File: config.mk
export PLATFORM = sky130hd
export DESIGN_NAME = pc_fetch_unit_flat
export DESIGN_NICKNAME = d
export VERILOG_FILES = /design/src/rtl/pc_fetch_unit_pkg.sv /design/src/rtl/pc_fetch_unit_if.sv /design/src/rtl/pc_fetch_unit.sv /design/src/flat_wrapper.sv
export SDC_FILE = /design/constraint.sdc
export NUM_CORES = 1
export LEC_CHECK = 0
export BUFFER_PORTS_ARGS = -buffer_cell sky130_fd_sc_hd__buf_2
export CORE_ASPECT_RATIO = 0.5
export CORE_UTILIZATION = 47
export CTS_CLUSTER_SIZE = 25
export DETAILED_ROUTE_END_ITERATION = 16
export PLACE_DENSITY = 0.79
export SLEW_MARGIN = 20
export SYNTH_ARGS = -nofsm -noshare
export SYNTH_HDL_FRONTEND = slang
export SYNTH_SLANG_ARGS = --single-unit
File: constraint.sdc
create_clock -name clk -period 4.85 [get_ports clk]
set_input_delay 0.97 -clock clk [delete_from_list [all_inputs] [get_ports clk]]
set_output_delay 0.97 -clock clk [all_outputs]
set_load 0.01 [all_outputs]
File: src/rtl/pc_fetch_unit_pkg.sv
// Shared pipeline definitions for the instruction fetch stage: FSM encoding,
// bubble constant, reset PC default and target alignment helper.
package pc_fetch_unit_pkg;

  typedef enum logic [1:0] {
    BOOT  = 2'd0,
    FETCH = 2'd1,
    DRAIN = 2'd2
  } fetch_state_t;

  localparam logic [31:0] NOP              = 32'h0000_0000;
  localparam logic [31:0] RESET_PC_DEFAULT = 32'h0000_0000;

  // Redirect targets are forced onto a word boundary.
  function automatic logic [31:0] align_target(input logic [31:0] target);
    return {target[31:2], 2'b00};
  endfunction

endpackage

File: src/rtl/pc_fetch_unit_if.sv
// Instruction-cache read port between the fetch unit (master) and the cache (slave).
interface pc_fetch_unit_if;

  logic        imem_read;
  logic [31:0] imem_address;
  logic [31:0] imem_readdata;
  logic        imem_busywait;

  modport master (
    output imem_read,
    output imem_address,
    input  imem_readdata,
    input  imem_busywait
  );

  modport slave (
    input  imem_read,
    input  imem_address,
    output imem_readdata,
    output imem_busywait
  );

endinterface

File: src/rtl/pc_fetch_unit.sv
// Instruction fetch stage: PC register, next-PC selection and an I-cache read
// FSM that parks a redirect arriving during a miss until the read completes.
module pc_fetch_unit
  import pc_fetch_unit_pkg::*;
#(
  parameter logic [31:0] RESET_PC = RESET_PC_DEFAULT
) (
  input  logic                    clk,
  input  logic                    reset,
  input  logic                    branch_jump_signal,
  input  logic [31:0]             branch_target,
  input  logic                    stall,
  pc_fetch_unit_if.master         imem,
  output logic [31:0]             pc_out,
  output logic [31:0]             pc_4_out,
  output logic [31:0]             instruction_out,
  output logic                    busywait
);

  fetch_state_t state_q, state_d;
  logic [31:0]  pc_q, pc_d;
  logic [31:0]  pend_target_q, pend_target_d;
  logic [31:0]  pc_plus_4;
  logic [31:0]  aligned_target;

  assign pc_plus_4      = pc_q + 32'd4;
  assign aligned_target = align_target(branch_target);

  assign pc_out   = pc_q;
  assign pc_4_out = pc_plus_4;

  // NOTE: state registers use non-blocking assignments so every flop samples
  // the pre-edge values of the others, independent of process ordering.
  always_ff @(posedge clk or posedge reset) begin
    if (reset) begin
      state_q       <= BOOT;
      pc_q          <= RESET_PC;
      pend_target_q <= NOP;
    end else begin
      state_q       <= state_d;
      pc_q          <= pc_d;
      pend_target_q <= pend_target_d;
    end
  end

  // NOTE: every signal written here gets a default first, so no path through
  // the case statement can leave one unassigned and infer a latch.
  always_comb begin
    state_d            = state_q;
    pc_d               = pc_q;
    pend_target_d      = pend_target_q;
    imem.imem_read     = 1'b0;
    imem.imem_address  = pc_q;
    busywait           = 1'b1;
    instruction_out    = NOP;

    unique case (state_q)
      BOOT: begin
        state_d = FETCH;
      end

      FETCH: begin
        imem.imem_read = 1'b1;
        if (!imem.imem_busywait) begin
          instruction_out = imem.imem_readdata;
          busywait        = stall;
          // A redirect outranks a hazard stall.
          if (branch_jump_signal) begin
            pc_d = aligned_target;
          end else if (!stall) begin
            pc_d = pc_plus_4;
          end
        end else if (branch_jump_signal) begin
          // The outstanding read is allowed to finish; the target waits.
          pend_target_d = aligned_target;
          state_d       = DRAIN;
        end
      end

      DRAIN: begin
        imem.imem_read = 1'b1;
        if (branch_jump_signal) begin
          pend_target_d = aligned_target;
        end
        if (!imem.imem_busywait) begin
          // Returned word belongs to the squashed path and is dropped.
          pc_d    = branch_jump_signal ? aligned_target : pend_target_q;
          state_d = FETCH;
        end
      end

      default: begin
        state_d = BOOT;
      end
    endcase
  end

endmodule

File: src/flat_wrapper.sv
// flat-port wrapper written by rule: the top's interface ports become plain ports
module pc_fetch_unit_flat import pc_fetch_unit_pkg::*;
#(
  parameter logic [31:0] RESET_PC = RESET_PC_DEFAULT
)
  (clk, reset, branch_jump_signal, branch_target, stall, pc_out, pc_4_out, instruction_out, busywait, imem_imem_read, imem_imem_address, imem_imem_readdata, imem_imem_busywait);
  pc_fetch_unit_if imem_i ();
  input  logic clk;
  input  logic reset;
  input  logic branch_jump_signal;
  input  logic [31:0] branch_target;
  input  logic stall;
  output logic [31:0] pc_out;
  output logic [31:0] pc_4_out;
  output logic [31:0] instruction_out;
  output logic busywait;
  output wire logic [$bits(imem_i.imem_read)-1:0] imem_imem_read;
  output wire logic [$bits(imem_i.imem_address)-1:0] imem_imem_address;
  input wire logic [$bits(imem_i.imem_readdata)-1:0] imem_imem_readdata;
  input wire logic [$bits(imem_i.imem_busywait)-1:0] imem_imem_busywait;
  assign imem_imem_read = imem_i.imem_read;
  assign imem_imem_address = imem_i.imem_address;
  assign imem_i.imem_readdata = imem_imem_readdata;
  assign imem_i.imem_busywait = imem_imem_busywait;
  pc_fetch_unit #(.RESET_PC(RESET_PC)) u_core (.clk(clk), .reset(reset), .branch_jump_signal(branch_jump_signal), .branch_target(branch_target), .stall(stall), .imem(imem_i), .pc_out(pc_out), .pc_4_out(pc_4_out), .instruction_out(instruction_out), .busywait(busywait));
endmodule
Word level (Yosys, flattened, before mapping)
Index checks and enable logic that the tools add are counted.
{"block": "word_totals", "wordCells": 34, "input_bits": 69, "ff_bits": 66}
{"block": "op_classes", "reduce_logical": 6, "n_mux": 17, "addsub": 1, "eq_ne": 7}
{"op": "$mux W32", "n": 8}
{"op": "$pmux W32 S2", "n": 2}
{"op": "$add A32 B3 Y32 const B", "n": 1}
{"op": "$ne A2 B2 Y1 const B", "n": 4}
{"op": "$mux W2", "n": 3}
{"op": "$pmux W2 S3", "n": 1}
{"op": "$reduce_and A4 Y1", "n": 1}
{"op": "$mux W1", "n": 3}
{"op": "$ne A3 B3 Y1 const B", "n": 1}
{"op": "$reduce_and A3 Y1", "n": 1}
{"op": "$eq A2 B1 Y1 const B", "n": 1}
{"op": "$eq A2 B2 Y1 const B", "n": 1}
{"op": "$logic_not A2 Y1", "n": 1}
{"op": "$reduce_and A2 Y1", "n": 1}
{"op": "$reduce_bool A2 Y1", "n": 1}
{"op": "$reduce_or A2 Y1", "n": 1}

Depth between registers and ports, before layout
{"block": "depth", "ltp_word": 5, "depth_mapped": 9}

Worst setup path before layout
Ideal clock, no wire load.
{"block": "synth_timing", "path_type": "register to output", "start": "reg u_core.pc_q[9] (netlist: u_core.imem.imem_address[9])", "end": "out pc_4_out[21]", "required_ns": 3.880, "arrival_time_ns": 1.756, "setup_slack_ns": 2.124, "stages_incl_launch_ff": 6, "cell_sequence": "dfrtp_1 clkbuf_2 nand3_1 nor4_1 nand2_1 xnor2_1"}
{"block": "synth_between", "elab_chain_len": 1}
{"item": "start, declared", "line": "pc_fetch_unit.sv:21", "text": "logic [31:0] pc_q, pc_d;"}
{"item": "start signal, assigned", "line": "pc_fetch_unit.sv:41", "text": "pc_q <= pc_d;"}
{"item": "$add A32 B3 Y32", "line": "pc_fetch_unit.sv:26", "text": "assign pc_plus_4 = pc_q + 32'd4;"}
{"item": "end, declared", "line": "flat_wrapper.sv:14", "text": "output logic [31:0] pc_4_out;"}
No other way between the ends.

Worst setup path in the final report
{"block": "layout_timing", "start": "reg u_core.pc_q[4] (netlist: u_core.imem.imem_address[4])", "end": "out pc_4_out[25]"}
The elaborated chain is that of the path after synthesis.

==> impl_results.rst <==
.. list-table::
   :header-rows: 1

   * - Metric
     - Value
   * - Cell area after synthesis
     - 4710 sq um
   * - Share of the core filled with cells
     - 0.605
   * - Drt total wl
     - approximately 14000 um
   * - Synth Warn #
     - 0
   * - Area of the die
     - approximately 10000 sq um
   * - Number of buffers added by the clock tree synthesis step
     - 9
   * - # port buffers
     - ~200
   * - Number of optimization iterations in the first detailed-route pass
     - 5
   * - Shortest clock period the worst path allows after layout
     - 3630 ps
   * - Cell type group with the largest total delay on the critical path
     - simple AND/OR/NAND/NOR gates
   * - Initial antenna violation count
     - 1
   * - Num Clock Sinks
     - 66
   * - Classification of the worst-slack hold path
     - reg2reg
   * - List of cells traversed by the critical path
     - nand3_1 > nor3_2 > nand4_1 > xnor2_1 > buf_2
   * - Worst R2R Setup Slack
     - approximately 1900 ps
   * - Clock latency at the later pin of the worst-skew pair
     - 330 ps
   * - Slew at the pin with the worst max-slew slack
     - slightly above 900 ps
   * - HPWL Detailed
     - slightly above 10000 um
   * - Critical path required time
     - 3880 ps
   * - Core Area
     - approximately 9600 sq um
   * - Endpoints failing hold
     - 0
   * - Setup bufs post-CTS
     - 0
   * - Number of enable-type register cells in the synthesized netlist
     - 0
   * - CTS H-tree depth
     - 3
   * - Number of endpoints failing setup at the final stage
     - 0
   * - Post-synth top flop
     - sky130_fd_sc_hd__dfrtp_1
   * - Pwr Density
     - 669 nW/um^2
   * - Normalized max-slew margin
     - 0.373
   * - Critical Path End Type
     - primary output
   * - Synthesis-stage register bit count
     - 66
   * - Reg-to-reg startpoint
     - u_core.state_q[0]
   * - Avg WL per Cell
     - about 17 um
   * - Static leakage
     - approximately 2.7 nW
   * - Nets
     - roughly 770
   * - DR DRC count
     - 0
   * - Vertical die dimension
     - approximately 73 um
   * - CP Max Fanout
     - 11
   * - Syn_area_per_cell
     - approximately 8.5 sq um
   * - Number of nets produced by synthesis
     - ~630
   * - First-pass GRT wire length
     - roughly 21000 um
   * - Floorplan row count
     - 25
   * - Worst path slowest cell
     - sky130_fd_sc_hd__nor3_2
   * - Type of the worst setup path
     - reg2out
   * - Largest voltage drop on the vdd net
     - roughly 300 uV
   * - Post-synthesis cell type count
     - 55
   * - Final setup skew
     - ~7.6 ps
   * - Number of vias after detailed routing
     - 4720
   * - DR iter-0 viols
     - 527
   * - Total global routing track utilization
     - 0.272
   * - Layout Area Growth over Synthesis
     - 22.9%
   * - Asr flop ratio synth
     - 1.00
   * - Die Width
     - 144 um
   * - DRT antenna net count
     - 0
   * - Worst-case reg-to-reg path depth
     - 7
   * - Startpoint of the worst setup timing path
     - u_core.imem.imem_address[4]
   * - CTS tree
     - done
   * - Max cap viols
     - 0
   * - Via density
     - about 5.6
   * - Final Hold Slack
     - approximately 500 ps
   * - Reg2Reg Capture Point
     - u_core.imem.imem_address[20]
   * - Overflow left after global routing
     - 0
   * - Status
     - finished, final reports clean
   * - Cells resized by post-CTS repair
     - 0
   * - Clock input transition at the sequential cells of the worst setup and hold paths
     - roughly 50 ps
   * - Sequential cell area fraction in the yosys report
     - 0.351
   * - Nature of the critical path startpoint
     - register
   * - Logic depth of the worst setup path including buffers
     - 5
   * - Maximum achievable frequency
     - about 280 MHz
   * - Pins over their slew limit
     - 0
   * - Endpoint arrival time on the critical path
     - 2660 ps
   * - Endpoint of the most critical setup path
     - pc_4_out[25]
   * - Number of filler instances in the final layout
     - 855
   * - Setup TNS after final layout
     - 0 ps
   * - Bufs and invs on worst path
     - 1
   * - Maximum number of pins on one net before global-route repair
     - 39
   * - Clock Path Buffers
     - 2
   * - Post-route fraction of the period consumed by the critical path
     - 0.749
   * - Starting Density
     - 0.492
   * - I/O Pins
     - between 150 and 200
   * - CTS Root Buffer Type
     - sky130_fd_sc_hd__clkbuf_16
   * - Via count of the first global-routing pass
     - around 4.1k
   * - Unrepaired setup endpoints after global routing
     - no
   * - Post-synthesis instance total
     - 555
   * - Max stage delay on crit path
     - 680 ps
   * - Layout cells sized above 1
     - 0.379
   * - Hold buffers post-CTS
     - 0
   * - Gp weighted congestion
     - roughly 0.85
-- worst min path at each step --
stage                       startpoint  cells after the start  slack, ps                 endpoint
2_1_floorplan  u_core.pend_target_q[1]                      1        450  u_core.pend_target_q[1]
3_3_place_gp   u_core.pend_target_q[1]                      1        470  u_core.pend_target_q[1]
3_5_place_dp   u_core.pend_target_q[0]                      1        480  u_core.pend_target_q[0]
4_1_cts        u_core.pend_target_q[0]                      1        490  u_core.pend_target_q[0]
5_1_grt        u_core.pend_target_q[0]                      1        500  u_core.pend_target_q[0]
6_report       u_core.pend_target_q[1]                      1        490  u_core.pend_target_q[1]
-- logic make-up (layout without fill, tap and decap cells) --
kind of cell,Yosys count,in the layout,synth area share
adders and majority gates,4,4,0.0106
AOI/OAI and AO/OA,105,105,0.145
muxes,40,40,0.0935
buffers and inverters,90,236,0.104
xor gates and xnor gates,26,26,0.0484
and+or+nand+nor,224,224,0.248
other,0,1,0
DFF,66,66,0.351
-- cells in the mapped netlist, types with 8 or more instances --
master | instances | share of area
sky130_fd_sc_hd__mux2i_1 | 8 | 0.017
sky130_fd_sc_hd__o21ai_0 | 44 | 0.047
sky130_fd_sc_hd__dfrtp_1 | 66 | 0.35
sky130_fd_sc_hd__buf_2 | 15 | 0.016
sky130_fd_sc_hd__nor2_1 | 23 | 0.018
sky130_fd_sc_hd__inv_1 | 12 | 0.0096
sky130_fd_sc_hd__nand2_1 | 85 | 0.068
sky130_fd_sc_hd__xor2_1 | 8 | 0.015
sky130_fd_sc_hd__clkbuf_1 | 22 | 0.018
sky130_fd_sc_hd__mux2_2 | 32 | 0.077
sky130_fd_sc_hd__buf_4 | 34 | 0.054
sky130_fd_sc_hd__and2_1 | 35 | 0.047
sky130_fd_sc_hd__o2bb2ai_1 | 10 | 0.019
sky130_fd_sc_hd__nor3_1 | 8 | 0.0085
sky130_fd_sc_hd__nand4_1 | 15 | 0.020
sky130_fd_sc_hd__a21oi_1 | 13 | 0.014
sky130_fd_sc_hd__nand3_1 | 15 | 0.016
sky130_fd_sc_hd__nor4_1 | 10 | 0.013
sky130_fd_sc_hd__xnor2_1 | 18 | 0.033
-- power by group --
part           switching [W]  total (W)  internal (W)
registers           0.000372    0.00119      0.000817
logic                0.00115    0.00206      0.000909
clock network       0.000236   0.000622      0.000386
total                0.00176    0.00387       0.00211
-- state kept, by name, indices dropped and copies added (netlist names) --
name	flops
u_core.pend_target_q	32
u_core.imem.imem_address	32
u_core.state_q	2
-- layout make-up --
cell class / count / area [sq um] / share of cell area
multi-input combinational: 399 / 2570 / 0.444
antenna: 1 / 2.50 / 0.000432
clock inverter: 2 / 10.0 / 0.00173
timing repair buffer: 207 / 1060 / 0.184
sequential: 66 / 1650 / 0.285
tap: 135 / 169 / 0.0292
clock buffer: 14 / 274 / 0.0473
inverter: 13 / 48.8 / 0.00843
-- per-layer routing --
layer / share of wire / GRT usage / vias to the layer above
li1: - / - / 2200
met1: 0.43 / 0.368 / 2207
met2: 0.46 / 0.427 / 285
met3: 0.093 / 0.0669 / 28
met4: 0.020 / 0.0957 / 0
met5: 0 / 0 / -
-- stage by stage --
stage | power (W) | std cells | setup WS, ps | area, sq um
6_report | 0.00387 | 837 | 1220 | 5790
5_1_grt | 0.00413 | 836 | 1100 | 5790
4_1_cts | 0.00385 | 836 | 1270 | 5790
3_5_place_dp | 0.00323 | 820 | 1650 | 5500
3_3_place_gp | 0.00316 | 820 | 1730 | 5500
2_1_floorplan | 0.00264 | 555 | 2120 | 4710
-- cells in the final DEF (no fill, tap or decap), types with 3 or more instances in the layout --
cell type                     n
sky130_fd_sc_hd__ha_1         4
sky130_fd_sc_hd__nand4_1     15
sky130_fd_sc_hd__nand4b_1     3
sky130_fd_sc_hd__a21oi_1     13
sky130_fd_sc_hd__mux2i_1      8
sky130_fd_sc_hd__o211ai_1     6
sky130_fd_sc_hd__buf_2      196
sky130_fd_sc_hd__nor4_1      10
sky130_fd_sc_hd__and2_1      35
sky130_fd_sc_hd__mux2_2      32
sky130_fd_sc_hd__a211oi_1     4
sky130_fd_sc_hd__dfrtp_1     66
sky130_fd_sc_hd__nor2_1      23
sky130_fd_sc_hd__clkbuf_16    9
sky130_fd_sc_hd__xnor2_1     18
sky130_fd_sc_hd__nand3_1     15
sky130_fd_sc_hd__o2bb2ai_1   10
sky130_fd_sc_hd__a31o_2       4
sky130_fd_sc_hd__xor2_1       8
sky130_fd_sc_hd__nor3_1       8
sky130_fd_sc_hd__or3_1        7
sky130_fd_sc_hd__clkbuf_8     3
sky130_fd_sc_hd__and4_1       3
sky130_fd_sc_hd__o21ai_0     44
sky130_fd_sc_hd__buf_4       11
sky130_fd_sc_hd__inv_1       11
sky130_fd_sc_hd__and3_1       7
sky130_fd_sc_hd__nand2_1     85
sky130_fd_sc_hd__a31oi_1      5
No activity file was read; power rests on OpenSTA's default activity.
